`config.mk`:
```
export PLATFORM = sky130hd
export DESIGN_NAME = sd_to_binary_converter
export DESIGN_NICKNAME = d
export VERILOG_FILES = /design/src/rtl/sd_to_binary_converter.sv
export SDC_FILE = /design/constraint.sdc
export NUM_CORES = 1
export LEC_CHECK = 0
export CAP_MARGIN = 20
export CELL_PAD_IN_SITES_DETAIL_PLACEMENT = 1
export CELL_PAD_IN_SITES_GLOBAL_PLACEMENT = 1
export CORE_ASPECT_RATIO = 0.5
export CORE_UTILIZATION = 39
export DETAILED_ROUTE_END_ITERATION = 12
export PLACE_DENSITY = 0.88
export SLEW_MARGIN = 10
export SYNTH_ARGS = -nofsm -noshare
export SYNTH_HDL_FRONTEND = slang
export SYNTH_SLANG_ARGS = --single-unit
```
`constraint.sdc`:
```
create_clock -name clk -period 1.8 [get_ports clk]
set_input_delay 0.45 -clock clk [delete_from_list [all_inputs] [get_ports clk]]
set_output_delay 0.45 -clock clk [all_outputs]
set_load 0.005 [all_outputs]
```
`src/rtl/sd_to_binary_converter.sv`:
```
// Digit-serial binary signed-digit (pos - neg) to two's-complement converter.
// Optional invalid-digit checking is enabled by defining SD_DIGIT_CHECK_EN.
//
// state   | meaning
// --------+--------------------------------------------------------------
// IDLE    | waiting for an operand, in_ready high, result held
// CONVERT | resolving DPC digits per clock through the borrow chain
// DONE    | result presented with out_valid, waiting for out_ready
module sd_to_binary_converter #(
    parameter int WIDTH = 16,
    parameter int DPC   = 1
) (
    input  logic             clk,
    input  logic             rst,
    input  logic             in_valid,
    output logic             in_ready,
    input  logic [WIDTH-1:0] pos,
    input  logic [WIDTH-1:0] neg,
    output logic             out_valid,
    input  logic             out_ready,
    output logic [WIDTH:0]   result,
    output logic             busy,
    output logic             err
);

    localparam int STEPS = WIDTH / DPC;
    localparam int CNT_W = (STEPS > 1) ? $clog2(STEPS) : 1;

    generate
        if ((WIDTH % DPC) != 0) begin : g_bad_dpc
            $error("sd_to_binary_converter: DPC must divide WIDTH");
        end
    endgenerate

    typedef enum logic [1:0] {
        IDLE    = 2'd0,
        CONVERT = 2'd1,
        DONE    = 2'd2
    } state_t;

    state_t           state;
    state_t           state_nxt;
    logic [WIDTH-1:0] pos_sr;
    logic [WIDTH-1:0] neg_sr;
    logic [WIDTH-1:0] acc;
    logic [WIDTH-1:0] acc_nxt;
    logic [WIDTH:0]   result_q;
    logic [DPC:0]     diff;
    logic [CNT_W-1:0] cnt;
    logic             borrow;
    logic             accept;
    logic             last_step;

    // diff[DPC] is set exactly when p - n - borrow goes negative: the borrow-out.
    always_comb begin
        diff      = {1'b0, pos_sr[DPC-1:0]} - {1'b0, neg_sr[DPC-1:0]} - {{DPC{1'b0}}, borrow};
        acc_nxt   = WIDTH'({diff[DPC-1:0], acc} >> DPC);
        last_step = (cnt == CNT_W'(STEPS - 1));
    end

    always_ff @(posedge clk) begin
        if (rst) begin
            state <= IDLE;
        end else begin
            state <= state_nxt;
        end
    end

    always_comb begin
        state_nxt = state;
        in_ready  = 1'b0;
        out_valid = 1'b0;
        busy      = 1'b0;
        accept    = 1'b0;
        case (state)
            IDLE: begin
                in_ready = 1'b1;
                if (in_valid) begin
                    accept    = 1'b1;
                    state_nxt = CONVERT;
                end
            end
            CONVERT: begin
                busy = 1'b1;
                if (last_step) begin
                    state_nxt = DONE;
                end
            end
            DONE: begin
                busy      = 1'b1;
                out_valid = 1'b1;
                if (out_ready) begin
                    state_nxt = IDLE;
                end
            end
            default: state_nxt = IDLE;
        endcase
    end

    always_ff @(posedge clk) begin
        if (rst) begin
            pos_sr   <= '0;
            neg_sr   <= '0;
            acc      <= '0;
            borrow   <= 1'b0;
            cnt      <= '0;
            result_q <= '0;
        end else if (accept) begin
            pos_sr <= pos;
            neg_sr <= neg;
            acc    <= '0;
            borrow <= 1'b0;
            cnt    <= '0;
        end else if (state == CONVERT) begin
            pos_sr <= pos_sr >> DPC;
            neg_sr <= neg_sr >> DPC;
            acc    <= acc_nxt;
            borrow <= diff[DPC];
            cnt    <= cnt + CNT_W'(1);
            if (last_step) begin
                result_q <= {diff[DPC], acc_nxt};
            end
        end
    end

    assign result = result_q;

`ifdef SD_DIGIT_CHECK_EN
    logic err_q;

    // A digit with both bits set is legal arithmetically but non-canonical.
    always_ff @(posedge clk) begin
        if (rst) begin
            err_q <= 1'b0;
        end else if (accept) begin
            err_q <= |(pos & neg);
        end
    end

    assign err = err_q;
`else
    assign err = 1'b0;
`endif

endmodule
```
==> results.sh, run 1 <==
export IMPL_outcome="completed"
export IMPL_fp_dieArea_um2=8131
export IMPL_clk_pin_slew_worst_paths_ns=0.05
export IMPL_pwr_density_cell_nw_per_um2=1333
export IMPL_dp_hpwl_mm=4.902
export IMPL_p_leak_uw=0.001479
export IMPL_port_buffers=55
export IMPL_synth_top_family_by_area="multiplexers"
export IMPL_dieWidth_um=126.5
export IMPL_syn2layout_area_growth_pct=33.76
export IMPL_clock_sink_count=71
export IMPL_setup_viol=0
export IMPL_min_delay_start="result[3]"
export IMPL_clk_latency_ns=0.33
export IMPL_synth_cells=312
export IMPL_slowest_stage="dfxtp_2"
export IMPL_cp_max_fo=3
export IMPL_grt_pass1_vias=2606
export IMPL_drive_gt1_share_pct=9.836
export IMPL_worstSetupStartpointType="register"
export IMPL_critPathKind="reg -> out"
export IMPL_cts_tree="done"
export IMPL_synth_seq_area_share_pct=47.00
export IMPL_drc=0
export IMPL_grt_pass1_wl_mm=12.95
export IMPL_crit_chain="inv_4 > ha_4 > dlygate4sd2_1"
export IMPL_drt_total_wl_mm=7.689
export IMPL_wl_met2_mm=3.910
export IMPL_layout_setup_ws_ns=0.1303
export IMPL_synth_fa_ha_area_share_pct=2.731
export IMPL_endpoint_kind="output port"
export IMPL_crit_required_ns=1.35
export IMPL_cts_buffer_depth=2
export IMPL_arrival_ns=1.22
export IMPL_power_share_switching_pct=26.00
export IMPL_die_h_um=64.27
export IMPL_top_layer="met4"
export IMPL_drt_initial_drc_count=112
export IMPL_pre_cts_ws_ns=0.1066
export IMPL_synth_compound_area_share_pct=14.73
export IMPL_wl_met1_mm=3.342
export IMPL_core_um2=7405
export IMPL_synthMuxAreaShare_pct=15.56
export IMPL_globalplace_congestion=0.7324
export IMPL_track_usage_pct=20.94
export IMPL_dr_pass1_iters=4
export IMPL_total_power_uw=5394
export IMPL_vdd_drop_max_uv=614.8
export IMPL_synth_cell_types=30
export IMPL_wl_met3_um=307
export IMPL_internal_power_uw=3991
export IMPL_cts_max_level=3
export IMPL_slowest_delay_ns=0.35
export IMPL_start_util_pct=40.84
export IMPL_fin_tns_setup_ns=0
export IMPL_fmax_mhz=598.9
export IMPL_netlist_area_um2=3024
export IMPL_antenna_found_initial=0
export IMPL_combinationalPowerShare_pct=22.9
export IMPL_period_share_pct=92.76
export IMPL_grt_max_degree=44
export IMPL_startpoint="state[0]"
export IMPL_synth_xor_area_share_pct=0.8688
export IMPL_min_path_type="reg -> reg"
export IMPL_grt_overflow=0
export IMPL_maxSlewViolCount=0
export IMPL_ys_ff_latch=71
export IMPL_r2r_start="state[0]"
export IMPL_skew_ns=0.005780
export IMPL_syn_nets=354
export IMPL_num_antenna_cells=0
export IMPL_yosys_area_share_simple_pct=11.71
export IMPL_crit_buf_inv=2
export IMPL_syn_avg_cell_area_um2=9.693
export IMPL_vias_per_cell=5.273
export IMPL_cts_inserted_buffers=9
export IMPL_min_period_ns=1.670
export IMPL_p_sw_uw=1403
export IMPL_wire_per_inst_um=16.64
export IMPL_nets=403
export IMPL_p_seq_share_pct=34.3
export IMPL_clkPwrFrac_pct=42.8
export IMPL_drv_cap=0
export IMPL_row_count=22
export IMPL_crit_family="flip-flops"
export IMPL_hold_ws_ns=0.4816
export IMPL_ioPinCount=57
export IMPL_postRouteAntennaNets=0
export IMPL_clockRootBuffer="clkbuf_16"
export IMPL_vias=2436
export IMPL_hold_viol=0
export IMPL_fill_cells=812
export IMPL_synth_warnings=0
export IMPL_rsz0062_at_grt="no"
==> sequential cells by signal, summed over array words and instances, names as in the netlist <==
register  cells
borrow        1
acc          15
neg_sr       16
state         2
result       17
pos_sr       16
cnt           4
==> per-stage QoR <==
stage               util (%)  instances  instance area (um2)
floorplan                  -        312                 3024
detailed placement     48.99        445                 3627
finish                 54.63        462                 4045
CTS                    54.63        462                 4045
global route           54.63        462                 4045
global placement       48.99        445                 3627
==> worst min-delay path, cell delays in order, from the launching register on <==
cell and delay, ns:
dfxtp_1 0.31, o21ai_0 0.07, a21oi_1 0.06
==> cells in the mapped netlist, drive strengths merged <==
library cell	count	area [um2]
buf	19	171.4
mux2i	47	470.5
a311oi	1	8.760
o311a	1	10.01
ha	5	62.56
nand3b	2	15.01
o21ai	16	80.08
nand3	17	85.08
conb	1	3.750
o31ai	1	7.510
nor2	50	187.7
nor2b	2	12.51
nand4	2	12.51
nand2	7	26.28
a211oi	32	240.2
dfxtp	71	1421
inv	4	15.01
xnor2	1	8.760
and4	1	8.760
fa	1	20.02
clkbuf	9	33.78
a21oi	19	98.85
xor2	2	17.52
and2	1	6.260
==> timing repair <==
| action | in CTS | in global routing |
|---|---|---|
| hold buffers | 0 | 0 |
| gates resized for setup | 11 | 0 |
| setup buffers | 1 | 0 |
| endpoints found under the setup margin | 3 | 0 |
==> cell usage in the layout, fill, tap and decap left out, drive strengths merged <==
master,count
conb,1
ha,5
xor2,2
dlygate4sd2,3
o21ai,16
clkdlybuf4s50,51
fa,1
clkinv,1
inv,4
and2,1
clkbuf,10
nand3,17
nand2,7
nand4,2
buf,12
nor2,50
dfxtp,71
xnor2,1
and4,1
o311a,1
o31ai,1
a21oi,19
mux2i,47
nand3b,2
nor2b,2
a211oi,32
a311oi,1
bufinv,5
==> worst paths after layout <==
| path | end | slack, ns | cells past startpoint |
|---|---|---|---|
| worst min-delay path | result[3] | 0.48 | 2 |
| worst max register to register | neg_sr[12] | 0.20 | 5 |
| worst min register to register | result[3] | 0.48 | 2 |
| worst max-delay path | busy | 0.13 | 3 |
==> kinds of logic (layout without fill, tap and decap cells) <==
group,Yosys count,count (layout)
compound gates,70,70
xor+xnor,3,3
fa+ha+maj,6,6
buf+inv,32,86
flops,71,71
mux,47,47
other cells,1,1
simple gates,82,82
==> routing by layer <==
metal / track usage [%] / up-vias
met5: 0 / -
met4: 7.831 / 0
met3: 6.616 / 12
met2: 37.29 / 49
met1: 23.70 / 1177
li1: - / 1198
==> power groups by stage <==
stage	clock, uW	combinational (uW)	sequential (uW)
2_1_floorplan	0	934	1840
3_3_place_gp	0	1120	1860
3_5_place_dp	0	1170	1880
4_1_cts	2350	1220	1850
5_1_grt	2430	1330	1870
6_report	2310	1230	1850
==> area by class of cell <==
| type | count | area [um2] | area share, % |
|---|---|---|---|
| well taps | 96 | 120.1 | 2.969 |
| clock buffers | 10 | 239.0 | 5.908 |
| inverters | 4 | 20.02 | 0.4949 |
| repair buffers | 66 | 686.9 | 16.98 |
| clock inverters | 6 | 155.1 | 3.835 |
| multi-input cells | 209 | 1400 | 34.61 |
| flip-flops and latches | 71 | 1424 | 35.20 |
Note: power is estimated with default switching activity, not from simulation.
==> inputs of run 2 (changes only) <==
ABC_CLOCK_PERIOD_IN_PS = 1800   (was not set)
==> results of run 2 <==
Same layout as run 1: the final DEF is identical, and so are final timing and power.
==> inputs of run 3 (changes only) <==
REMOVE_ABC_BUFFERS = 1   (was not set)
==> results.sh, run 3 (synthesis gave the netlist of run 1 again) <==
export IMPL_outcome="completed"
export IMPL_largest_reg_flops=17
export IMPL_worstSetupStartpointType="register"
export IMPL_clk_pin_slew_worst_paths_ns=0.06
export IMPL_p_leak_uw=0.001453
export IMPL_start_util_pct=40.84
export IMPL_cts_inserted_buffers=9
export IMPL_grt_max_degree=49
export IMPL_clk_latency_ns=0.33
export IMPL_dr_pass1_iters=5
export IMPL_layout_common_cells="dfxtp_1 (69), clkdlybuf4s50_1 (51), nor2_1 (50)"
export IMPL_hold_viol=0
export IMPL_skew_ns=0.005412
export IMPL_die_h_um=64.27
export IMPL_drc=0
export IMPL_row_count=22
export IMPL_crit_required_ns=1.35
export IMPL_fmax_mhz=593.1
export IMPL_cts_tree="done"
export IMPL_fill_cells=791
export IMPL_fin_tns_setup_ns=0
export IMPL_clock_sink_count=71
export IMPL_port_buffers=55
export IMPL_maxSlewViolCount=0
export IMPL_slowest_stage="clkdlybuf4s50_1"
export IMPL_track_usage_pct=23.02
export IMPL_cts_max_level=3
export IMPL_rsz0062_at_grt="no"
export IMPL_min_period_ns=1.686
export IMPL_antenna_found_initial=0
export IMPL_grt_pass1_wl_mm=14.20
export IMPL_clockRootBuffer="clkbuf_16"
export IMPL_drt_total_wl_mm=8.884
export IMPL_crit_family="buffers and inverters"
export IMPL_layoutNonFillerInstCount=463
export IMPL_vias_per_cell=5.575
export IMPL_core_um2=7405
export IMPL_pwr_density_cell_nw_per_um2=1267
export IMPL_crit_chain="clkdlybuf4s50_1"
export IMPL_critPathKind="reg -> out"
export IMPL_slowest_delay_ns=0.54
export IMPL_drv_cap=0
export IMPL_vdd_drop_max_uv=811.2
export IMPL_layout_setup_ws_ns=0.1139
export IMPL_hold_ws_ns=0.4327
export IMPL_numPlacedInstances=445
export IMPL_arrival_ns=1.24
export IMPL_drt_initial_drc_count=128
export IMPL_vias=2581
export IMPL_fp_dieArea_um2=8131
export IMPL_cp_max_fo=2
export IMPL_globalplace_congestion=0.7260
export IMPL_min_path_type="in -> reg"
export IMPL_ioPinCount=57
export IMPL_endpoint_kind="output port"
export IMPL_total_power_uw=5044
export IMPL_num_antenna_cells=0
export IMPL_postRouteAntennaNets=0
export IMPL_drive_gt1_share_pct=10.08
export IMPL_grt_pass1_vias=2851
export IMPL_grt_overflow=0
export IMPL_crit_buf_inv=1
export IMPL_setup_viol=0
export IMPL_dieWidth_um=126.5
export IMPL_nets=404
export IMPL_dp_hpwl_mm=5.098
export IMPL_wire_per_inst_um=19.19
export IMPL_period_share_pct=93.67
export IMPL_pre_cts_ws_ns=0.07080
export IMPL_syn2layout_area_growth_pct=31.65
export IMPL_layout_commonest_cell="dfxtp_1"
export IMPL_cts_buffer_depth=2
run 3: stage by stage:
| step | area [um2] | utilization (%) |
|---|---|---|
| global route | 3981 | 53.77 |
| finish | 3981 | 53.77 |
| floorplan | 2819 | - |
| detailed placement | 3627 | 48.99 |
| global placement | 3627 | 48.99 |
| CTS | 3981 | 53.77 |
run 3: area by class of cell:
| class | instances | area (um2) | share of cell area (%) |
|---|---|---|---|
| clock buffer | 10 | 239.0 | 6.003 |
| clock inverter | 6 | 83.83 | 2.106 |
| inverter | 4 | 20.02 | 0.5028 |
| multi-input combinational | 209 | 1400 | 35.17 |
| sequential | 71 | 1424 | 35.76 |
| tap | 96 | 120.1 | 3.017 |
| timing repair buffer | 67 | 694.4 | 17.44 |
run 3: routing by layer:
metal	share of wire, %	track usage, %
met5	0	0
met4	4.0	15.06
met3	4.0	5.611
met2	51	42.33
met1	41	23.85
run 3: what timing repair did:
action	in CTS	in global routing
setup buffers	2	0
setup endpoints to repair	3	0
gates resized for setup	11	0
hold buffers	0	0
run 3: path summary, 6_finish.rpt:
check                                start          to  slack (ns)  depth (start not counted)
worst max register to register    state[0]   result[2]        0.18                          6
worst min-delay path                   rst  result[11]        0.43                          2
worst max-delay path            result[15]  result[15]        0.11                          1
worst min register to register  result[13]  result[13]        0.48                          2
run 3: power breakdown:
part	total, uW	internal [uW]	switching [uW]
clock network	1920	1240	675
logic	1260	588	674
registers	1860	1740	117
